--- config.mk ---
export PLATFORM = sky130hd
export DESIGN_NAME = addsub_pipe_flat
export DESIGN_NICKNAME = d
export VERILOG_FILES = /design/src/rtl/addsub_pipe_if.sv /design/src/rtl/addsub_pipe.sv /design/src/flat_wrapper.sv
export SDC_FILE = /design/constraint.sdc
export NUM_CORES = 1
export LEC_CHECK = 0
export ABC_AREA = 0
export CAP_MARGIN = 20
export CORE_MARGIN = 8
export CORE_UTILIZATION = 35
export DETAILED_ROUTE_END_ITERATION = 10
export GPL_TIMING_DRIVEN = 0
export PLACE_DENSITY = 0.62
export SLEW_MARGIN = 20
export SYNTH_ARGS = -nofsm -noshare
export SYNTH_HDL_FRONTEND = slang
export SYNTH_SLANG_ARGS = --single-unit
--- constraint.sdc ---
create_clock -name clk -period 4.3 [get_ports clk]
set_input_delay 1.29 -clock clk [delete_from_list [all_inputs] [get_ports clk]]
set_output_delay 1.29 -clock clk [all_outputs]
set_load 0.01 [all_outputs]
--- src/rtl/addsub_pipe_if.sv ---
// ---------------------------------------------------------------------------
// addsub_pipe_if
// Operand/result bundle for the pipelined add/subtract unit.
//   in_valid/in_ready : operand beat handshake (a, b, op, cin)
//   out_valid/out_ready : result handshake (sum, cout, overflow, zero, negative)
// modport slave  : the adder pipeline
// modport master : the issuing/consuming ALU side
// ---------------------------------------------------------------------------
interface addsub_pipe_if #(
    parameter int WIDTH = 32
);
    logic             in_valid;
    logic             in_ready;
    logic [WIDTH-1:0] a;
    logic [WIDTH-1:0] b;
    logic [1:0]       op;
    logic             cin;
    logic             out_valid;
    logic             out_ready;
    logic [WIDTH-1:0] sum;
    logic             cout;
    logic             overflow;
    logic             zero;
    logic             negative;

    modport master (
        output in_valid, a, b, op, cin, out_ready,
        input  in_ready, out_valid, sum, cout, overflow, zero, negative
    );

    modport slave (
        input  in_valid, a, b, op, cin, out_ready,
        output in_ready, out_valid, sum, cout, overflow, zero, negative
    );
endinterface

--- src/rtl/addsub_pipe.sv ---
// ---------------------------------------------------------------------------
// addsub_pipe
// Pipelined WIDTH-bit adder/subtractor, CHUNK bits per stage,
// latency STAGES = WIDTH/CHUNK cycles, one beat per cycle throughput.
//   clk   : rising-edge clock
//   rst_n : asynchronous active-low reset (drops all in-flight beats)
//   bus   : addsub_pipe_if.slave (operand and result handshakes)
// op: 00 ADD, 01 ADC, 10 SUB, 11 SBB. For SUB/SBB cout = 1 means no borrow.
// ---------------------------------------------------------------------------
module addsub_pipe #(
    parameter int WIDTH = 32,
    parameter int CHUNK = 8
) (
    input  logic        clk,
    input  logic        rst_n,
    addsub_pipe_if.slave bus
);
    localparam int STAGES = WIDTH / CHUNK;
    localparam int MSB    = WIDTH - 1;

    generate
        if ((WIDTH % CHUNK) != 0 || WIDTH < 2) begin : g_bad_params
            $error("addsub_pipe: WIDTH must be >= 2 and a multiple of CHUNK");
        end
    endgenerate

    // Per-stage registers. r_a/r_bx carry the not-yet-added upper slices,
    // r_s accumulates finished lower sum slices, r_c is the inter-stage carry.
    logic [WIDTH-1:0] r_a   [STAGES];
    logic [WIDTH-1:0] r_bx  [STAGES];
    logic [WIDTH-1:0] r_s   [STAGES];
    logic             r_c   [STAGES];
    logic             r_vld [STAGES];
    logic             r_ov;
    logic             r_zero;
    logic             r_neg;

    logic [WIDTH-1:0] w_a_in  [STAGES];
    logic [WIDTH-1:0] w_bx_in [STAGES];
    logic [WIDTH-1:0] w_s_in  [STAGES];
    logic [WIDTH-1:0] w_s_out [STAGES];
    logic             w_c_in  [STAGES];
    logic             w_v_in  [STAGES];
    logic [CHUNK:0]   w_add   [STAGES];
    logic             w_ov;
    logic             w_stall;

    // Whole pipe freezes while the result sits unaccepted; that keeps the
    // output stable and makes in_ready a single gate.
    assign w_stall = r_vld[STAGES-1] & ~bus.out_ready;

    always_comb begin
        // Stage 0 takes the operands straight from the bus; SUB/SBB invert b
        // so every op becomes a + bx + c0.
        w_a_in[0]  = bus.a;
        w_bx_in[0] = bus.op[1] ? ~bus.b : bus.b;
        w_c_in[0]  = bus.op[0] ? bus.cin : bus.op[1];
        w_s_in[0]  = '0;
        w_v_in[0]  = bus.in_valid;
        for (int k = 1; k < STAGES; k++) begin
            w_a_in[k]  = r_a[k-1];
            w_bx_in[k] = r_bx[k-1];
            w_c_in[k]  = r_c[k-1];
            w_s_in[k]  = r_s[k-1];
            w_v_in[k]  = r_vld[k-1];
        end
        for (int k = 0; k < STAGES; k++) begin
            w_add[k]   = {1'b0, w_a_in[k][k*CHUNK +: CHUNK]}
                       + {1'b0, w_bx_in[k][k*CHUNK +: CHUNK]}
                       + {{CHUNK{1'b0}}, w_c_in[k]};
            w_s_out[k] = w_s_in[k];
            w_s_out[k][k*CHUNK +: CHUNK] = w_add[k][CHUNK-1:0];
        end
        // Signed overflow uses the effective operand bx, not raw b.
        w_ov = (w_a_in[STAGES-1][MSB] == w_bx_in[STAGES-1][MSB])
             & (w_s_out[STAGES-1][MSB] != w_a_in[STAGES-1][MSB]);
    end

    always_ff @(posedge clk or negedge rst_n) begin
        if (!rst_n) begin
            for (int k = 0; k < STAGES; k++) begin
                r_vld[k] <= 1'b0;
                r_a[k]   <= '0;
                r_bx[k]  <= '0;
                r_s[k]   <= '0;
                r_c[k]   <= 1'b0;
            end
            r_ov   <= 1'b0;
            r_zero <= 1'b0;
            r_neg  <= 1'b0;
        end else if (!w_stall) begin
            for (int k = 0; k < STAGES; k++) begin
                r_vld[k] <= w_v_in[k];
                r_a[k]   <= w_a_in[k];
                r_bx[k]  <= w_bx_in[k];
                r_s[k]   <= w_s_out[k];
                r_c[k]   <= w_add[k][CHUNK];
            end
            // Flags are registered alongside the final sum.
            r_ov   <= w_ov;
            r_zero <= ~|w_s_out[STAGES-1];
            r_neg  <= w_s_out[STAGES-1][MSB];
        end
    end

    assign bus.in_ready  = ~w_stall;
    assign bus.out_valid = r_vld[STAGES-1];
    assign bus.sum       = r_s[STAGES-1];
    assign bus.cout      = r_c[STAGES-1];
    assign bus.overflow  = r_ov;
    assign bus.zero      = r_zero;
    assign bus.negative  = r_neg;
endmodule
--- src/flat_wrapper.sv ---
// flat-port wrapper written by rule: the top's interface ports become plain ports
module addsub_pipe_flat 
#(
    parameter int WIDTH = 32,
    parameter int CHUNK = 8
)
  (clk, rst_n, bus_in_valid, bus_a, bus_b, bus_op, bus_cin, bus_out_ready, bus_in_ready, bus_out_valid, bus_sum, bus_cout, bus_overflow, bus_zero, bus_negative);
  addsub_pipe_if #(.WIDTH(WIDTH)) bus_i ();
  input  logic clk;
  input  logic rst_n;
  input wire logic [$bits(bus_i.in_valid)-1:0] bus_in_valid;
  input wire logic [$bits(bus_i.a)-1:0] bus_a;
  input wire logic [$bits(bus_i.b)-1:0] bus_b;
  input wire logic [$bits(bus_i.op)-1:0] bus_op;
  input wire logic [$bits(bus_i.cin)-1:0] bus_cin;
  input wire logic [$bits(bus_i.out_ready)-1:0] bus_out_ready;
  output wire logic [$bits(bus_i.in_ready)-1:0] bus_in_ready;
  output wire logic [$bits(bus_i.out_valid)-1:0] bus_out_valid;
  output wire logic [$bits(bus_i.sum)-1:0] bus_sum;
  output wire logic [$bits(bus_i.cout)-1:0] bus_cout;
  output wire logic [$bits(bus_i.overflow)-1:0] bus_overflow;
  output wire logic [$bits(bus_i.zero)-1:0] bus_zero;
  output wire logic [$bits(bus_i.negative)-1:0] bus_negative;
  assign bus_i.in_valid = bus_in_valid;
  assign bus_i.a = bus_a;
  assign bus_i.b = bus_b;
  assign bus_i.op = bus_op;
  assign bus_i.cin = bus_cin;
  assign bus_i.out_ready = bus_out_ready;
  assign bus_in_ready = bus_i.in_ready;
  assign bus_out_valid = bus_i.out_valid;
  assign bus_sum = bus_i.sum;
  assign bus_cout = bus_i.cout;
  assign bus_overflow = bus_i.overflow;
  assign bus_zero = bus_i.zero;
  assign bus_negative = bus_i.negative;
  addsub_pipe #(.WIDTH(WIDTH), .CHUNK(CHUNK)) u_core (.clk(clk), .rst_n(rst_n), .bus(bus_i));
endmodule
* After elaboration in Yosys (flattened, before gate mapping)
Index checks and enable logic that the tools add are counted.
** Operators by class
- Equal/unequal tests :: 2
- Reduce and logical (&&, ||, !) cells :: 2
- Bitwise logic cells :: 5
- Muxes and demuxes :: 2
- Add/subtract/negate cells :: 8
** Operator list (count)
- $add 8x8->9 :: 4
- $add 9x1->9 :: 4
- $mux 32 :: 1
- $not 32->32 :: 1
- $reduce_or 32->1 :: 1
- $and 1x1->1 :: 2
- $not 1->1 :: 2
- $eq 1x1->1 :: 1
- $logic_not 1->1 :: 1
- $mux 1 :: 1
- $ne 1x1->1 :: 1
** Word-level totals
- Logic and storage cells :: 40
- Flip-flop bits (word level) :: 283
- Output and inout port bits :: 38

* Longest topological paths before layout
Gate-level depths: netlist of the first run.
- Word-level depth :: 4
- Mapped depth :: 11
- Gate-level depth less buffers :: 10

* Least setup slack after synthesis of the first run
No wires, ideal clock.
- Path type :: input to register
- From :: input bus_op[1]
- To :: register u_core.r_c[3] (netlist name)
- Setup time :: 0.082 ns
- Setup slack :: 0.684 ns
- Data required time :: 4.218 ns
- Arrival time :: 3.534 ns
- Stages :: 11
- Cell sequence :: clkbuf_1 -> buf_2 -> xnor2_1 -> fa_1 -> fa_1 -> nand2b_1 -> a21boi_0 -> o21ai_0 -> a21oi_1 -> o21ai_0 -> a31oi_1
** Between the ends
- Cells in the longest elaborated chain, start to end :: 3
- Elaborated cells on any way between the ends :: 4
- Those cells by class :: add/sub: 2; mux: 2
** Ends and longest elaborated chain
- start, declared :: line flat_wrapper.sv:14 : input wire logic [$bits(bus_i.op)-1:0] bus_op;
- $mux 32 :: line addsub_pipe.sv:56 : w_bx_in[0] = bus.op[1] ? ~bus.b : bus.b;
- $add 8x8->9 :: line addsub_pipe.sv:69 : + {1'b0, w_bx_in[k][k*CHUNK +: CHUNK]}
- $add 9x1->9 * :: line addsub_pipe.sv:70 : + {{CHUNK{1'b0}}, w_c_in[k]};
- end signal, assigned by index :: line addsub_pipe.sv:97 : r_c[k] <= w_add[k][CHUNK];
- end, declared :: line addsub_pipe.sv:32 : logic r_c [STAGES];
Mark *: on every way between the ends. The rest lies on a longest branch, timed or not.
A chain may end at the register's enable or synchronous reset.

* Worst setup path after layout of the first run
- From :: input bus_out_ready
- To :: output bus_in_ready
** Between the ends
- Cells in the longest elaborated chain, start to end :: 3
** Ends and longest elaborated chain
- start, declared :: line flat_wrapper.sv:16 : input wire logic [$bits(bus_i.out_ready)-1:0] bus_out_ready;
- $not 1->1 :: line addsub_pipe.sv:50 : assign w_stall = r_vld[STAGES-1] & ~bus.out_ready;
- $and 1x1->1 :: line addsub_pipe.sv:50
- $not 1->1 :: line addsub_pipe.sv:106 : assign bus.in_ready = ~w_stall;
- end, declared :: line flat_wrapper.sv:17 : output wire logic [$bits(bus_i.in_ready)-1:0] bus_in_ready;
Every way passes these cells.

==> results.md, run 1 <==
* Hold Path Class: reg -> reg
* IO Port Bufs at 107
* CTS Buf Count at 17
* Crit-path leading delay family: buffers and inverters
* Post-DRT Antenna Nets at 0
* FILL cells at 2440
* Flop2flop setup slack at 1.88 ns
* Routed length on met2 at 10300 um
* Final net count at 1196
* Clock Latency Late Sink at 0.44 ns
* Crit Path Category: in -> out
* Hold_ws at 0.462 ns
* Post-CTS Setup Repair Bufs at 0
* Fmax at 244 MHz
* Clock root buffer: clkbuf_16
* Top_reg_cell synth: dfrtp_1
* Layout Skew at 0.0114 ns
* Power Density at about 730 nW/um^2
* Drt pass-1 iters at 4
* Die ar. at 30200 sq um
* Inserted Diodes at 0
* Largest net degree at the start of global routing at 97
* Vias per Instance at ~4.6
* Initial core utilization at 0.358
* Sink Count at 186
* Crit-path cells: clkdlybuf4s50_1 -> nor2b_1 -> clkbuf_8 -> clkinv_2 -> buf_4 -> buf_6 -> dlygate4sd2_1
* Mapped cell area at just under 9000 sq um
* RSZ-0062 raised after global routing: false
* Hold Vio Cnt, Final at 0
* Top layer in use: met4
* Largest family of logic cells by synthesized area: simple AND/OR/NAND/NOR gates
* Critical path's slowest cell: clkdlybuf4s50_1
* Routed wl met3 at between 1000 and 1500 um
* CP Max Fanout at 10
* CP peak stage delay at 0.40 ns
* Grt total ovfl at 0
* Crit. End Element: primary output
* Ys async rst share at 1.00
* Post-layout util at 0.444
* Flops & latches, synth at roughly 190
* Routed WL at about 22000 um
* Number of global-route vias before repair at just under 7000
* CTS tree: built
* WP data required at about 3.0 ns
* Cell variety after synth at 50
* # setup viols final at 0
* Max IR drop VDD at 0.279 mV
* Layout Cells excl Fill at approximately 1400
* Initial DRC count at around 410
* Core area at 24400 sq um
* Layout cells sized above 1 at 0.0871
* Post-CTS Hold Fix Bufs at 0
* Syn-to-layout area delta at 24.2%
* DRC at 0
* Placed cells at approximately 1400
* DR vias at between 6000 and 7000
* CP startpoint: bus_out_ready
* Deepest clock path buffer count at 2
* Max-slew violations at 0
* Overall power at approximately 7.9 mW
* Row Count at 57
* Post-Synth Adder-Cell Area at 0.0585
* P_leak at 5.23 nW
* CP arrival at 2.81 ns
* Mapped Cells at slightly below 1000
* Post-synthesis simple-gate area fraction at 0.218
* Slew HR at 0.523
* CTS H-tree lvls at 4
* Final HPWL DP at 16200 um
* Commonest non-fill, non-tap cell in the layout: nand2_1
* Syn avg cell area at around 9.1 sq um
* Initial antenna violation count at 0
* Status: completed
* Post-synthesis sequential area ratio at 0.534
* Worst Setup Start Kind: primary input
* Met1 Wirelength at about 10000 um
* Period utilization at 0.954
* Mux cell area share after synthesis at 0.00244
* GR Util All Layers at 0.148
* Syn Nets at ~1100
* Placer Congestion at 0.829
* Yosys warnings at 0
* Worst Path Buf+Inv at 6
* DR WL/cell at 15.4 um
* Synth Area in XOR/XNOR at 0.0452
* Die Ht at between 150 and 200 um
* # Max-Cap Violations at 0
* Chip width at about 170 um
* R2R Path Start: u_core.r_c[1]$_DFFE_PN0N_
* Most frequent cells in the layout: nand2_1, dfrtp_1, clkdlybuf4s50_1
* Slew @ Worst Pin at roughly 0.72 ns
* First-pass GRT wire length at 35600 um
* I/O pins at 109
* Hold Startpoint: u_core.r_vld[1]$_DFFE_PN0N_
* Clock Pin Slew Worst Setup and Hold Paths at 0.07 ns
* Minimum clock period at 4.10 ns
* Post-synth EDFFs at 0
* Post-CTS Resized at 5
* Compound-Gate Fraction of Synth Area at 0.0790
synth_stat cells, types with 2 or more instances:
cell type	n	share of area
nand2_1	411	0.18
dfrtp_1	186	0.53
o21ai_0	43	0.025
xnor2_1	34	0.034
buf_4	32	0.028
ha_1	28	0.040
nor2_1	27	0.012
inv_1	24	0.010
a21oi_1	18	0.010
buf_2	18	0.010
clkbuf_1	15	0.0065
o31ai_1	13	0.011
nor3_1	11	0.0063
o21a_1	11	0.0095
xor2_1	11	0.011
buf_1	9	0.0039
fa_1	8	0.018
nand2b_1	6	0.0043
nor2b_1	5	0.0036
o21ai_1	5	0.0029
nor4_1	4	0.0029
nand4_1	3	0.0022
o211a_1	3	0.0034
or3_1	3	0.0022
a211oi_1	2	0.0017
a21boi_1	2	0.0017
a21o_1	2	0.0017
a31oi_1	2	0.0014
buf_6	2	0.0026
nand3_1	2	0.0011
nor4b_1	2	0.0020
o21bai_1	2	0.0017
metal layers:
metal | track usage | up-vias
met5 | 0 | -
met4 | 0.0474 | 0
met3 | 0.0403 | 28
met2 | 0.242 | 138
met1 | 0.187 | 3103
li1 | - | 3300
state kept, by name (all words and copies together) (netlist names):
| name | flops |
|---|---|
| u_core.r_a | 48 |
| u_core.r_bx | 48 |
| u_core.r_s | 48 |
| u_core.bus.sum | 31 |
| u_core.r_c | 3 |
| u_core.r_vld | 3 |
| u_core.bus.cout | 1 |
| u_core.bus.negative | 1 |
| u_core.bus.out_valid | 1 |
| u_core.bus.overflow | 1 |
| u_core.bus.zero | 1 |
power by group:
part	switching (mW)	internal (mW)	total [mW]
logic	1.76	1.51	3.27
registers	0.506	2.53	3.04
clock network	0.737	0.843	1.58
kinds of logic (layout without fill, tap and decap cells):
logic type | Yosys count | count (layout)
flops | 186 | 186
mux | 2 | 2
xor+xnor | 45 | 45
compound gates | 111 | 111
buf+inv | 102 | 242
fa+ha+maj | 36 | 36
simple gates | 480 | 480
stage by stage:
| stage | setup TNS (ns) | setup slack [ns] | instance area, sq um |
|---|---|---|---|
| floorplan | 0 | 0.684 | 8720 |
| global placement | -1079.06 | -5.81 | 10200 |
| detailed placement | -0.285 | -0.285 | 10200 |
| CTS | 0 | 0.175 | 10800 |
| global route | 0 | 0.118 | 10800 |
| finish | 0 | 0.199 | 10800 |
tightest hold or removal path, cell delays in order (launching register included):
cell,delay [ns]
dfrtp_1,0.34
nand2_1,0.05
nand2_1,0.05
final timing paths:
| check | to | depth (start not counted) |
|---|---|---|
| max in group asynchronous | u_core.r_s[49]$_DFFE_PN0N_ | 2 |
| worst max-delay path | bus_in_ready | 7 |
| worst min register to register | u_core.r_vld[1]$_DFFE_PN0N_ | 2 |
| worst min-delay path | u_core.r_vld[1]$_DFFE_PN0N_ | 2 |
| min in group asynchronous | u_core.r_bx[109]$_DFFE_PN0N_ | 1 |
| worst max register to register | u_core.bus.zero$_DFFE_PN0N_ | 8 |
layout make-up:
class / count / area [sq um] / share of cell area
plain buffers: 77 / 465 / 0.0430
repair buffers: 108 / 1100 / 0.102
flip-flops and latches: 186 / 4650 / 0.430
well taps: 324 / 405 / 0.0374
multi-input cells: 674 / 3520 / 0.325
clock inverters: 14 / 155 / 0.0143
inverters: 25 / 95.1 / 0.00878
clock buffers: 18 / 439 / 0.0405
No activity file was read; power rests on OpenSTA's default activity.
==> run 2: changes to the inputs <==
==> constraint.sdc (replaced) <==
create_clock -name clk -period 4.3 [get_ports clk]
set_input_delay 0.43 -clock clk [delete_from_list [all_inputs] [get_ports clk]]
set_output_delay 0.43 -clock clk [all_outputs]
set_load 0.01 [all_outputs]
==> run 2 against run 1 <==
Net effect: clock-buffer cell count is the same; setup slack gained 1.2 ns; the run now ends with negative hold slack left; sequential share of layout area is essentially flat; first-iteration DRC count grew 3.6%; clock power is essentially flat; power shrank 0.17%; via count shrank 0.12%; largest cell class unchanged; critical endpoint unchanged; hold slack lost 0.48 ns.
==> results.md, run 2 (synthesis gave the netlist of run 1 again) <==
* Status: finished with violations
* Failing checks: negative hold slack
* R2R Path Start: u_core.r_c[1]$_DFFE_PN0N_
* Routed WL at 21800 um
* Post-CTS Setup Repair Bufs at 0
* Final net count at between 1000 and 1500
* Post-DRT Antenna Nets at 0
* Net switching power at roughly 3 mW
* Placer Congestion at roughly 0.83
* DR WL/cell at between 15 and 20 um
* Final HPWL DP at 16200 um
* Hold Vio Cnt, Final at 10
* Slew HR at 0.523
* Clock Latency Late Sink at ~0.44 ns
* Fmax at approximately 350 MHz
* Seq pwr share at 0.385
* Core area at 24400 sq um
* Comb pwr share at 0.414
* Deepest clock path buffer count at 2
* Chip width at 174 um
* Internal power at 4.88 mW
* Period utilization at 0.663
* Commonest non-fill, non-tap cell in the layout: nand2_1
* Crit path to: bus_in_ready
* Layout cells sized above 1 at 0.0862
* CTS tree: built
* IO Port Bufs at 107
* Clock root buffer: clkbuf_16
* Hold Path Class: in -> async
* Total negative setup slack at 0 ns
* Crit. End Element: primary output
* Die ar. at 30200 sq um
* Row Count at 57
* Power Density at 727 nW/um^2
* CTS H-tree lvls at 4
* Post-CTS Hold Fix Bufs at 0
* Most frequent cells in the layout: nand2_1, dfrtp_1, clkdlybuf4s50_1
* Initial antenna violation count at 0
* CTS Buf Count at 17
* Drt pass-1 iters at 4
* FILL cells at about 2400
* Worst Setup Start Kind: flop
* Clock Pin Slew Worst Setup and Hold Paths at roughly 0.07 ns
* Initial DRC count at ~430
* # Max-Cap Violations at 0
* P_leak at 5.22 nW
* Minimum clock period at 2.85 ns
* DR vias at 6561
* Slew @ Worst Pin at slightly above 0.7 ns
* Sink Count at 186
* Flop2flop setup slack at 1.87 ns
* Initial core utilization at 0.358
* Max IR drop VDD at roughly 0.28 mV
* Sw frac at 0.380
* Clock power frac at 0.200
* RSZ-0062 raised after global routing: false
* Max-slew violations at 0
* CP Max Fanout at 10
* Die Ht at 174 um
* I/O pins at 109
* Layout Skew at approximately 0.013 ns
* Reg2Reg Depth at 8
* DRC at 0
* GR Util All Layers at 0.148
* First-pass GRT wire length at 35600 um
* Grt total ovfl at 0
* Overall power at between 7 and 8 mW
* Biggest regs: u_core.r_a: 48 flops, u_core.r_bx: 48 flops, u_core.r_s: 48 flops
* Largest net degree at the start of global routing at 97
* Number of global-route vias before repair at around 7000
* Vias per Instance at ~4.6
* Inserted Diodes at 0
* Post-CTS Resized at 0
* # setup viols final at 0
* CP startpoint: u_core.bus.out_valid$_DFFE_PN0N_
* Hold_ws at -0.0176 ns
* Syn-to-layout area delta at 24.1%
* Crit Path Category: reg -> out
* Reg-to-Reg End: u_core.bus.zero$_DFFE_PN0N_
* CP arrival at about 2.4 ns
* Register area at 4650 sq um
* WP data required at 3.87 ns
* Multi-input logic area at 3520 sq um
run 2: cell count changes in the layout (fill, tap and decap cells not counted), sizes merged:
cell	delta
dlygate4sd2	-1
clkdlybuf4s50	+1
run 2: power by group through the flow:
stage / logic [mW] / clock network, mW / registers (mW)
finish: 3.26 / 1.58 / 3.03
global route: 3.68 / 1.68 / 3.13
CTS: 3.30 / 1.61 / 3.03
detailed placement: 3.27 / 0 / 3.07
global placement: 3.19 / 0 / 3.05
floorplan: 2.21 / 0 / 2.89
run 2: cell type report:
class | count | area share
Clock buffer | 18 | 0.0406
Inverter | 25 | 0.00867
Buffer | 77 | 0.0422
Multi-Input combinational cell | 674 | 0.325
Clock inverter | 14 | 0.0143
Tap cell | 324 | 0.0374
Timing Repair Buffer | 108 | 0.102
Sequential cell | 186 | 0.430
run 2: per-stage QoR:
stage          area, sq um  setup WS, ns  instances  utilization  hold WS (ns)
3_5_place_dp         10200          1.04       1394        0.419         0.448
3_3_place_gp         10200         -4.95       1393        0.418         0.445
5_1_grt              10800          1.31       1426        0.444        0.0469
6_report             10800          1.45       1426        0.444       -0.0176
2_1_floorplan         8720          1.54        962            -         0.134
4_1_cts              10800          1.40       1426        0.444        0.0240
run 2: critical path, stage by stage, from the launching register on:
cell             delay [ns]
dfrtp_1                0.37
nor2b_1                0.14
clkbuf_8               0.17
clkinv_1               0.11
buf_2                  0.28
buf_2                  0.31
clkdlybuf4s50_1        0.60
run 2: metal layers:
layer	global-route usage	share of wire	up-vias
li1	-	-	3296
met1	0.187	0.45	3103
met2	0.242	0.47	138
met3	0.0403	0.059	24
met4	0.0474	0.018	0
met5	0	0	-
run 2: worst min path at each step:
| stage | startpoint | to | slack, ns | cells after the start |
|---|---|---|---|---|
| after floorplan | rst_n | u_core.bus.cout$_DFFE_PN0N_ | 0.13 | 0 |
| after global placement | u_core.r_vld[1]$_DFFE_PN0N_ | u_core.r_vld[1]$_DFFE_PN0N_ | 0.45 | 2 |
| after detailed placement | u_core.r_vld[1]$_DFFE_PN0N_ | u_core.r_vld[1]$_DFFE_PN0N_ | 0.45 | 2 |
| after CTS | rst_n | u_core.r_bx[108]$_DFFE_PN0N_ | 0.02 | 1 |
| after global routing | rst_n | u_core.r_bx[108]$_DFFE_PN0N_ | 0.05 | 1 |
| final | rst_n | u_core.r_bx[109]$_DFFE_PN0N_ | -0.02 | 1 |
==> run 3: changes to the inputs <==
--- a/config.mk
+++ b/config.mk
@@ -11,7 +11,7 @@
 export CORE_UTILIZATION = 35
 export DETAILED_ROUTE_END_ITERATION = 10
 export GPL_TIMING_DRIVEN = 0
-export PLACE_DENSITY = 0.62
+export PLACE_DENSITY = 0.64
 export SLEW_MARGIN = 20
 export SYNTH_ARGS = -nofsm -noshare
 export SYNTH_HDL_FRONTEND = slang
==> constraint.sdc (replaced) <==
create_clock -name clk -period 2.3 [get_ports clk]
set_input_delay 0.23 -clock clk [delete_from_list [all_inputs] [get_ports clk]]
set_output_delay 0.23 -clock clk [all_outputs]
set_load 0.01 [all_outputs]
==> run 3 against run 2 <==
Net effect: the flow now finishes without violations; largest cell class unchanged; sequential power increased by 88%; setup slack got worse by 1.4 ns; combinational power grew 90%; power rose by 88%; critical path type is now reg -> reg; first-iteration DRC count fell by 16%; die area is the same; critical endpoint is now u_core.bus.zero$_DFFE_PN0N_.
==> results.md, run 3 (synthesis gave the netlist of run 1 again) <==
* Minimum clock period at 2.24 ns
* Deepest clock path buffer count at 2
* CP Max Fanout at 2
* Comb pwr share at 0.420
* Final net count at 1199
* Worst Path Buf+Inv at 1
* P_leak at about 5.2 nW
* Max-slew violations at 0
* Sw frac at 0.377
* Hold_ws at approximately 0.28 ns
* Routed WL at 21500 um
* Sink Count at 186
* WP data required at between 2 and 3 ns
* Final cell area excluding filler cells at 10900 sq um
* Post-DRT Antenna Nets at 0
* Crit. End Element: flop
* Biggest regs: u_core.r_a: 48 flops, u_core.r_bx: 48 flops, u_core.r_s: 48 flops
* Initial DRC count at about 360
* DR vias at 6602
* First-pass GRT wire length at 34900 um
* Critical path's slowest cell: fa_2
* CP arrival at 2.59 ns
* Largest net degree at the start of global routing at 78
* Overall power at 14.8 mW
* IO Port Bufs at 107
* Slew @ Worst Pin at about 0.65 ns
* I/O pins at 109
* Chip width at ~170 um
* Max IR drop VDD at slightly below 0.5 mV
* # setup viols final at 0
* Clock Pin Slew Worst Setup and Hold Paths at 0.07 ns
* Clock power frac at 0.194
* Commonest non-fill, non-tap cell in the layout: nand2_1
* CTS Buf Count at 17
* Period utilization at 0.974
* Row Count at 57
* Cell mode on critical path: fa_2
* Final WS setup at 0.0605 ns
* Crit-path leading delay family: adder cells
* GR Util All Layers at 0.145
* Die Ht at roughly 170 um
* Layout Cells excl Fill at 1429
* Grt total ovfl at 0
* DR WL/cell at 15.0 um
* Hold Vio Cnt, Final at 0
* CTS H-tree lvls at 4
* Post-layout util at 0.448
* Syn-to-layout area delta at 25.3%
* Crit Path Category: reg -> reg
* Placer Congestion at 0.843
* Seq pwr share at 0.386
* Drt pass-1 iters at 7
* Slew HR at 0.565
* CP peak stage delay at 0.59 ns
* Die ar. at 30200 sq um
* Layout cells sized above 1 at 0.100
* Power Density at 1350 nW/um^2
* Clock root buffer: clkbuf_16
* Worst Setup Start Kind: flop
* Clock Latency Late Sink at 0.43 ns
* CTS tree: built
* Core area at 24400 sq um
* Most frequent cells in the layout: nand2_1, dfrtp_1, clkdlybuf4s50_1
* Status: completed
* Hold Path Class: in -> reg
* Number of global-route vias before repair at 6686
* Total negative setup slack at 0 ns
* Placed cells at 1395
* # Max-Cap Violations at 0
* DRC at 0
* Fmax at 447 MHz
* Crit-path cells: inv_2 -> fa_2 -> fa_2 -> nor4b_4 -> nand4_1 -> nor2_1 -> nand3_1 -> o31ai_2
* Net switching power at 5.57 mW
* Post-Place Setup Slack at -0.289 ns
* Initial core utilization at 0.358
* Layout Skew at 0.00824 ns
* Vias per Instance at approximately 4.6
* RSZ-0062 raised after global routing: true
* Internal power at a little over 9 mW
* Final HPWL DP at 16200 um
* FILL cells at around 2400
* Initial antenna violation count at 0
* Inserted Diodes at 0
* Post-DP Area at 10300 sq um
[run 3: cell count changes in the layout (fill, tap and decap cells not counted), sizes merged]
cell	before	now
clkinvlp	0	4
clkinv	7	4
buf	63	65
clkdlybuf4s50	106	105
dlygate4sd2	0	1
dlygate4sd3	0	1
inv	31	30
[run 3: worst min-delay path: cells and delay by family]
| family | cells | cell delay, ns |
|---|---|---|
| buf+inv | 1 | 0.23 |
| compound gates | 1 | 0.07 |
| xor+xnor | 1 | 0.15 |
[run 3: area by class of cell]
class | count | area, sq um | share of cell area
flip-flops and latches | 186 | 4650 | 0.426
multi-input cells | 674 | 3570 | 0.327
repair buffers | 111 | 1150 | 0.105
plain buffers | 77 | 477 | 0.0436
clock buffers | 18 | 439 | 0.0402
well taps | 324 | 405 | 0.0371
clock inverters | 14 | 136 | 0.0125
inverters | 25 | 95.1 | 0.00870
[run 3: power groups by stage]
stage          Clock [mW]  Combinational (mW)  Sequential, mW
6_report             2.87                6.20            5.69
2_1_floorplan           0                4.14            5.40
3_5_place_dp            0                6.09            5.74
5_1_grt              3.06                7.00            5.88
3_3_place_gp            0                5.93            5.71
4_1_cts              2.93                6.17            5.69
[run 3: layer usage]
metal / share of wire / wire (um) / track usage
met5: 0 / 0 / 0
met4: 0.020 / 439 / 0.0502
met3: 0.058 / 1240 / 0.0366
met2: 0.46 / 9840 / 0.231
met1: 0.46 / 9970 / 0.190
[run 3: worst paths after layout]
| check | start | end | slack, ns | cells past startpoint |
|---|---|---|---|---|
| max | u_core.r_a[56]$_DFFE_PN0N_ | u_core.bus.zero$_DFFE_PN0N_ | 0.06 | 8 |
| min | bus_op[1] | u_core.r_bx[127]$_DFFE_PN0N_ | 0.28 | 3 |
| max in group asynchronous | rst_n | u_core.r_a[113]$_DFFE_PN0N_ | 0.97 | 4 |
| min reg2reg | u_core.r_bx[92]$_DFFE_PN0N_ | u_core.r_bx[92]$_DFFE_PN0N_ | 0.47 | 2 |
| max reg2reg | u_core.r_a[56]$_DFFE_PN0N_ | u_core.bus.zero$_DFFE_PN0N_ | 0.06 | 8 |
| min in group asynchronous | rst_n | u_core.r_s[64]$_DFFE_PN0N_ | 0.29 | 2 |
[run 3: timing repair]
action,CTS,global route
hold endpoints to repair,45,0
buffers inserted,0,1
setup endpoints to repair,2,6
resized for setup,10,10
pin swaps,1,7
hold buffers,1,0
